$ cat config.mk
export PLATFORM = sky130hd
export DESIGN_NAME = ret_addr_stack
export DESIGN_NICKNAME = d
export VERILOG_FILES = /design/src/rtl/mips_pkg.sv /design/src/rtl/ras_mem.sv /design/src/rtl/ret_addr_stack.sv
export SDC_FILE = /design/constraint.sdc
export NUM_CORES = 1
export LEC_CHECK = 0
export BUFFER_PORTS_ARGS = -buffer_cell sky130_fd_sc_hd__buf_2
export CORE_MARGIN = 2
export CORE_UTILIZATION = 61
export DETAILED_ROUTE_END_ITERATION = 6
export GPL_TIMING_DRIVEN = 0
export PLACE_DENSITY = 0.91
export SLEW_MARGIN = 20
export SYNTH_ARGS = -nofsm -noshare
export SYNTH_HDL_FRONTEND = slang
export SYNTH_SLANG_ARGS = --single-unit
$ cat constraint.sdc
create_clock -name clk -period 3.8 [get_ports clk]
set_input_delay 0.76 -clock clk [delete_from_list [all_inputs] [get_ports clk]]
set_output_delay 0.76 -clock clk [all_outputs]
set_load 0.01 [all_outputs]
$ cat src/rtl/mips_pkg.sv
// Shared MIPS constants: default address width, the $ra register index and
// the opcode/funct encodings the decode logic uses to raise push and pop.
package mips_pkg;

  localparam int ADDR_W_DEF = 32;

  localparam logic [4:0] RA_REG = 5'd31;

  localparam logic [5:0] OP_SPECIAL = 6'h00;
  localparam logic [5:0] OP_JAL     = 6'h03;
  localparam logic [5:0] FUNCT_JR   = 6'h08;
  localparam logic [5:0] FUNCT_JALR = 6'h09;

  // True when a register specifier names the link register.
  function automatic logic is_ra(input logic [4:0] reg_idx);
    return reg_idx == RA_REG;
  endfunction

endpackage

$ cat src/rtl/ras_mem.sv
// Return-address storage: DEPTH x ADDR_W register array with one write port
// and an asynchronous read port, cleared on reset.
module ras_mem #(
  parameter int DEPTH  = 8,
  parameter int PTR_W  = 3,
  parameter int ADDR_W = 32
) (
  input  logic              clk,
  input  logic              rst_n,
  input  logic              we,
  input  logic [PTR_W-1:0]  waddr,
  input  logic [ADDR_W-1:0] wdata,
  input  logic [PTR_W-1:0]  raddr,
  output logic [ADDR_W-1:0] rdata
);

  logic [ADDR_W-1:0] mem [DEPTH];

  always_ff @(posedge clk or negedge rst_n) begin
    if (!rst_n) begin
      for (int i = 0; i < DEPTH; i++) begin
        mem[i] <= '0;
      end
    end else if (we) begin
      mem[waddr] <= wdata;
    end
  end

  assign rdata = mem[raddr];

endmodule

$ cat src/rtl/ret_addr_stack.sv
// Return-address stack predicting JR $ra targets from PC+4 captured at JAL decode.
// Optional RAS_STATS_EN adds saturating overflow/underflow event counters.
module ret_addr_stack
  import mips_pkg::*;
#(
  parameter int DEPTH  = 8,
  parameter int PTR_W  = 3,
  parameter int ADDR_W = ADDR_W_DEF
) (
  input  logic              clk,
  input  logic              rst_n,
  input  logic              stall,
  input  logic              flush,
  input  logic              push,
  input  logic [ADDR_W-1:0] push_addr,
  input  logic              pop,
  output logic [ADDR_W-1:0] pred_addr,
  output logic              pred_valid,
  output logic              overflow,
  output logic              underflow
`ifdef RAS_STATS_EN
  ,
  input  logic              stats_clr,
  output logic [15:0]       ovf_count,
  output logic [15:0]       unf_count
`endif
);

  localparam logic [PTR_W:0] FULL_COUNT = (PTR_W + 1)'(DEPTH);

  logic [PTR_W-1:0]  tos, tos_next;
  logic [PTR_W:0]    count, count_next;
  logic              ovf_next, unf_next;
  logic              wr_en;
  logic [PTR_W-1:0]  wr_addr;

  ras_mem #(
    .DEPTH (DEPTH),
    .PTR_W (PTR_W),
    .ADDR_W(ADDR_W)
  ) u_mem (
    .clk  (clk),
    .rst_n(rst_n),
    .we   (wr_en),
    .waddr(wr_addr),
    .wdata(push_addr),
    .raddr(tos),
    .rdata(pred_addr)
  );

  assign pred_valid = (count != '0);

  // Flush beats stall beats push/pop; push+pop on a non-empty stack replaces the top.
  always_comb begin
    tos_next   = tos;
    count_next = count;
    ovf_next   = 1'b0;
    unf_next   = 1'b0;
    wr_en      = 1'b0;
    wr_addr    = tos + 1'b1;
    if (flush) begin
      count_next = '0;
    end else if (!stall) begin
      if (push && pop && (count != '0)) begin
        wr_en   = 1'b1;
        wr_addr = tos;
      end else if (push) begin
        wr_en    = 1'b1;
        tos_next = tos + 1'b1;
        if (count == FULL_COUNT) begin
          ovf_next = 1'b1;
        end else begin
          count_next = count + 1'b1;
        end
      end else if (pop) begin
        if (count != '0) begin
          tos_next   = tos - 1'b1;
          count_next = count - 1'b1;
        end else begin
          unf_next = 1'b1;
        end
      end
    end
  end

  always_ff @(posedge clk or negedge rst_n) begin
    if (!rst_n) begin
      tos       <= '0;
      count     <= '0;
      overflow  <= 1'b0;
      underflow <= 1'b0;
    end else begin
      tos       <= tos_next;
      count     <= count_next;
      overflow  <= ovf_next;
      underflow <= unf_next;
    end
  end

`ifdef RAS_STATS_EN
  // Counters step on the same edge that raises the pulse; clear wins.
  always_ff @(posedge clk or negedge rst_n) begin
    if (!rst_n) begin
      ovf_count <= '0;
      unf_count <= '0;
    end else if (stats_clr) begin
      ovf_count <= '0;
      unf_count <= '0;
    end else begin
      if (ovf_next && (ovf_count != 16'hFFFF)) ovf_count <= ovf_count + 1'b1;
      if (unf_next && (unf_count != 16'hFFFF)) unf_count <= unf_count + 1'b1;
    end
  end
`endif

endmodule
Word level (Yosys, flattened, before mapping)

Cells that the tools add are included.
W data, S select, Z words.

Bits in registers: 265
Latch bits: 0
Bits in writable memories: 0
Memory bits (read-only): 0
Input port bits: 38
Output and inout port bits: 35
Word-level logic and storage cells: 72
Memories: 0

Add/sub/neg operators: 4
$mul: 0
Div/mod/pow operators: 0
Magnitude comparators: 3
Equal/unequal tests: 4
Shifts and indexed selects: 0
Muxes and demuxes: 34
Bitwise logic cells: 5
Reduce and logical (&&, ||, !) cells: 10

Operators by type and width:

| kind                  | number |
|---|---|
| $bwmux W256           | 1 |
| $bmux W32 S3          | 1 |
| $demux W32 S3         | 1 |
| $mux W32              | 3 |
| $mux W4               | 7 |
| $mux W3               | 6 |
| $mux W1               | 15 |
| $reduce_and A5 Y1     | 2 |
| $ge A4 B4 Y1 const B  | 2 |
| $not A3 Y4            | 2 |
| $reduce_bool A3 Y1    | 2 |
| $add A4 B1 Y4 const B | 1 |
| $eq A4 B4 Y1 const B  | 1 |
| $lt A4 B1 Y1 const B  | 1 |
| $reduce_bool A2 Y1    | 2 |
| $reduce_bool A4 Y1    | 1 |
| $sub A4 B1 Y4 const B | 1 |
| $add A3 B1 Y3 const B | 1 |
| $logic_and A1 B1 Y1   | 3 |
| $ne A3 B3 Y1 const B  | 1 |
| $not A1 Y1            | 3 |
| $sub A3 B1 Y3 const B | 1 |
| $ne A2 B1 Y1 const B  | 1 |
| $ne A2 B2 Y1 const B  | 1 |

Depth between registers and ports, before layout

Depth in word-level cells: 11
Mapped depth: 9
Gate-level depth less buffers: 6

Modules after synthesis

From an unflattened synthesis, not the netlist that was laid out.

Cell total of the unflattened synthesis: 732
Area total of the unflattened synthesis: 12,328.1 sq um

By module, submodules not included:

| module         | instances | cells each | area an instance (sq um) |
|---|---|---|---|
| ras_mem        | 1         | 665        | 11,639.9 |
| ret_addr_stack | 1         | 67         | 688.2 |

Worst setup path after synthesis

Ideal clock, no wire load.

Path type: register to output
Start: reg tos[0]
End: out pred_addr[10]
Arrival: 2.210 ns
Data required time: 3.040 ns
Setup slack: 0.830 ns
Cell stages (with the launch flop): 6
Path buffers: 3
Cell sequence: dfrtp_1 -> clkbuf_1 -> buf_1 -> buf_2 -> mux4_2 -> mux2_2

Longest elaborated chain between the ends: 4

Ends and longest elaborated chain:

| element                                      | line                 | source |
|---|---|---|
| from (decl)                                  | ret_addr_stack.sv:31 | `logic [PTR_W-1:0] tos, tos_next;` |
| from (signal assigned)                       | ret_addr_stack.sv:93 | `tos <= tos_next;` |
| $not A3 Y4 (not written as such)             | ras_mem.sv:29        | `assign rdata = mem[raddr];` |
| $bmux W32 S3                                 | ras_mem.sv:29        |  |
| $mux W32 (not written as such) (2 in series) | ras_mem.sv:29        |  |
| to (decl)                                    | ret_addr_stack.sv:17 | `output logic [ADDR_W-1:0] pred_addr,` |

No other way between the ends. The select of a mux whose other input is x is not followed.

Worst setup path after layout

Start: reg tos[1]
End: out pred_addr[31]

Same word-level chain as after synthesis.

==> reports/metrics.cfg <==
[logic_synthesis]
synthSimpleGateAreaFrac_pct=2.965
netlist_area_um2=12070
synth-compound-area-share_pct=8.450
synth-adder-area-share_pct=0.5806
synth_area_leaders=dfrtp_1 55%, mux2_2 17%, mux4_2 12%
yosysWarnings=0
synth-main-ff-cell=dfrtp_1
muxShareOfSynthArea_pct=30.03
syn_avg_cell_area_um2=15.18
synth-xor-area-share_pct=0.5080
yosysUniqueCellTypes=43
async_flop_share_pct=100.0
ys_seq_area_share_pct=54.95
synth_top_area_share_pct=54.95
syn_inst=795
synth_top_family_by_area=multiplexers
synth_edf_count=0
yosys.area.top_type=dfrtp_1
synth-seq-cells=265
synth_nets=838

[placed_design]
io_buffers=72
dpl.hpwl_um=17360
gp_congestion=0.8427

[power]
ir_drop_mv=0.4150
power_mw=12.39
p_leak_nw=6.148
power_density_nw_per_um2=897.5

[routing]
routedWlPerCell_um=23.68
num_vias=7766
wirelength_um=28030
ant_nets=0
drt_iter0_drc=677
drc=0
drtPass1Iterations=5
vias_per_cell=6.559

[sta]
fin_skew_ns=0.01247
slew_headroom_pct=45.22
hold_viol_final=0
worst_hold_slack_ns=0.2418
worst-slew-pin-transition_ns=0.8217
post-route-period-util_pct=97.01
timing.final.crit_period_ns=3.686
drv_slew=0
setup_viol=0
fmax_ghz=0.2713
rsz0062_at_grt=false

[die]
row_count=51
ioPinCount=73
initial_core_util_pct=62.01
die_h_um=144.7
core_area_um2=19460
fp.dieW_um=144.7
die_area_um2=20930

[global_routing]
grt_antenna_before_repair=1
grt.busiest_layer=met2
grt_overflow=0
grt_usage_pct=27.90
grt_pass1_vias=8267
grt_use_met2_pct=45.62
grt.met3_usage_pct=4.804
met1_usage_pct=38.50
grt_max_degree=107
grt_first_pass_wirelength_um=44820

[finish]
layout-drive-gt1-share_pct=43.31
areaGrowthSynthToFinish_pct=14.39
fin_nets=941
fillers=1177
final_util_pct=70.93
antenna_cells=0

[clock_network]
clock-sinks=265
clk_pin_slew_ns=0.06
cts_tree=built
post_cts_buffers=0
cts_buffers=27
htreeDepth=1
cts_root_buf=clkbuf_16
clkLatencyLatePin_ns=0.54
postCtsHoldBufs=0
cts_buffer_depth=3

[worst_setup_path]
path_class=flip-flop to primary output
cp_data_arrival_time_ns=2.93
worstPathRequired_ns=3.04
start_kind=flip-flop
crit_fanout=10
end_kind=primary output

[run_status]
status=finished clean

[worst_hold_path]
hp-class=input port to async pin

[job]
drv_cap=0

==> timing repair <==
item	CTS	global route
hold endpoints to repair	0	0
gates resized for setup	14	6
endpoints found under the setup margin	32	31
==> synth_stat cells, types with 3 or more instances <==
| library cell | instances |
|---|---|
| buf_1 | 6 |
| buf_2 | 12 |
| buf_4 | 3 |
| buf_6 | 3 |
| clkbuf_1 | 37 |
| dfrtp_1 | 265 |
| ha_1 | 4 |
| inv_1 | 7 |
| mux2_1 | 12 |
| mux2_2 | 180 |
| mux4_2 | 64 |
| nand2_1 | 36 |
| nand2b_1 | 4 |
| nand4_1 | 3 |
| nor2_1 | 7 |
| nor3_1 | 5 |
| nor4_1 | 7 |
| o21ai_0 | 3 |
| o21ai_1 | 4 |
| o2bb2ai_1 | 98 |
| or3_1 | 3 |
| xnor2_1 | 3 |
| xor2_1 | 4 |
==> layout by cell type, fill, tap and decap left out, types with 2 or more instances in the layout <==
cell type / netlist / final
dfrtp_1: 265 / 265
mux2_2: 180 / 180
o2bb2ai_1: 98 / 98
buf_2: 12 / 82
mux4_2: 64 / 64
clkbuf_1: 37 / 36
nand2_1: 36 / 36
clkbuf_16: 0 / 27
mux2_1: 12 / 12
inv_1: 7 / 7
nor4_1: 7 / 7
nor2_1: 7 / 7
clkinv_2: 0 / 7
clkbuf_2: 0 / 6
nor3_1: 5 / 5
buf_4: 3 / 5
nand2b_1: 4 / 4
xor2_1: 4 / 4
o21ai_1: 4 / 4
clkdlybuf4s15_2: 0 / 4
ha_1: 4 / 4
bufinv_16: 0 / 4
clkbuf_8: 0 / 4
nand4_1: 3 / 3
o21ai_0: 3 / 3
or3_1: 3 / 3
buf_6: 3 / 3
xnor2_1: 3 / 3
nand3_1: 2 / 2
a21oi_1: 2 / 2
and3_1: 2 / 2
a21o_1: 2 / 2
mux2i_1: 2 / 2
clkinvlp_4: 0 / 2
buf_16: 0 / 2
==> cell type report <==
cell class                      count  area [µm²]  area share (%)
Sequential cell                   265        6631           48.04
Multi-Input combinational cell    462        5140           37.23
Clock buffer                       36       749.5           5.429
Timing Repair Buffer               74       425.4           3.082
Tap cell                          265       331.6           2.402
Buffer                             61       321.6           2.329
Clock inverter                     14       178.9           1.296
Inverter                            7       26.28          0.1903
==> stage by stage <==
stage               setup slack [ns]  cells  setup TNS, ns  cell area [µm²]
global route                 0.01566   1184              0            13800
floorplan                     0.8304    795              0            12070
CTS                        -0.005317   1184       -0.01025            13790
detailed placement            0.1966   1134              0            12820
global placement              -2.616   1132        -689.99            12760
finish                        0.1137   1184              0            13800
==> flip-flops by register name (all words and copies together), names as in the netlist <==
signal,flops
count,4
tos,3
underflow,1
overflow,1
u_mem.mem,256
==> where the power goes <==
group	internal (mW)	switching [mW]	leakage, nW
sequential	4.08	0.717	3.42
clock	1.66	1.10	0.456
combinational	2.61	2.23	2.28
==> layer usage <==
metal | vias to the layer above | wire, µm
li1 | 3275 | -
met1 | 4054 | 11500
met2 | 360 | 13720
met3 | 75 | 1980
met4 | 2 | 828
met5 | - | 13
==> path summary, 6_finish.rpt <==
kind | start | end | slack, ns | cells past startpoint
worst max register to register | tos[0] | u_mem.mem[91] | 0.64 | 8
max in group asynchronous | rst_n | u_mem.mem[22] | 2.63 | 2
worst max-delay path | tos[1] | pred_addr[31] | 0.11 | 6
min in group clk | u_mem.mem[62] | u_mem.mem[62] | 0.49 | 1
worst min-delay path | rst_n | count[1] | 0.24 | 1
worst min register to register | u_mem.mem[62] | u_mem.mem[62] | 0.49 | 1
==> logic make-up (layout without fill, tap and decap cells) <==
group	count (synthesis)	in the layout
flip-flops	265	265
buffers and inverters	68	192
AO/OA/AOI/OAI	118	118
AND/OR/NAND/NOR	74	74
XOR/XNOR	7	7
adder cells (fa/ha/maj)	5	5
multiplexers	258	258
==> critical path, stage by stage (launching register included) <==
cell	delay (ns)
dfrtp_1	0.35
clkbuf_1	0.25
clkbuf_1	0.54
clkbuf_2	0.44
mux4_2	0.35
mux2_2	0.32
buf_2	0.15
(Power assumes the default switching activity.)
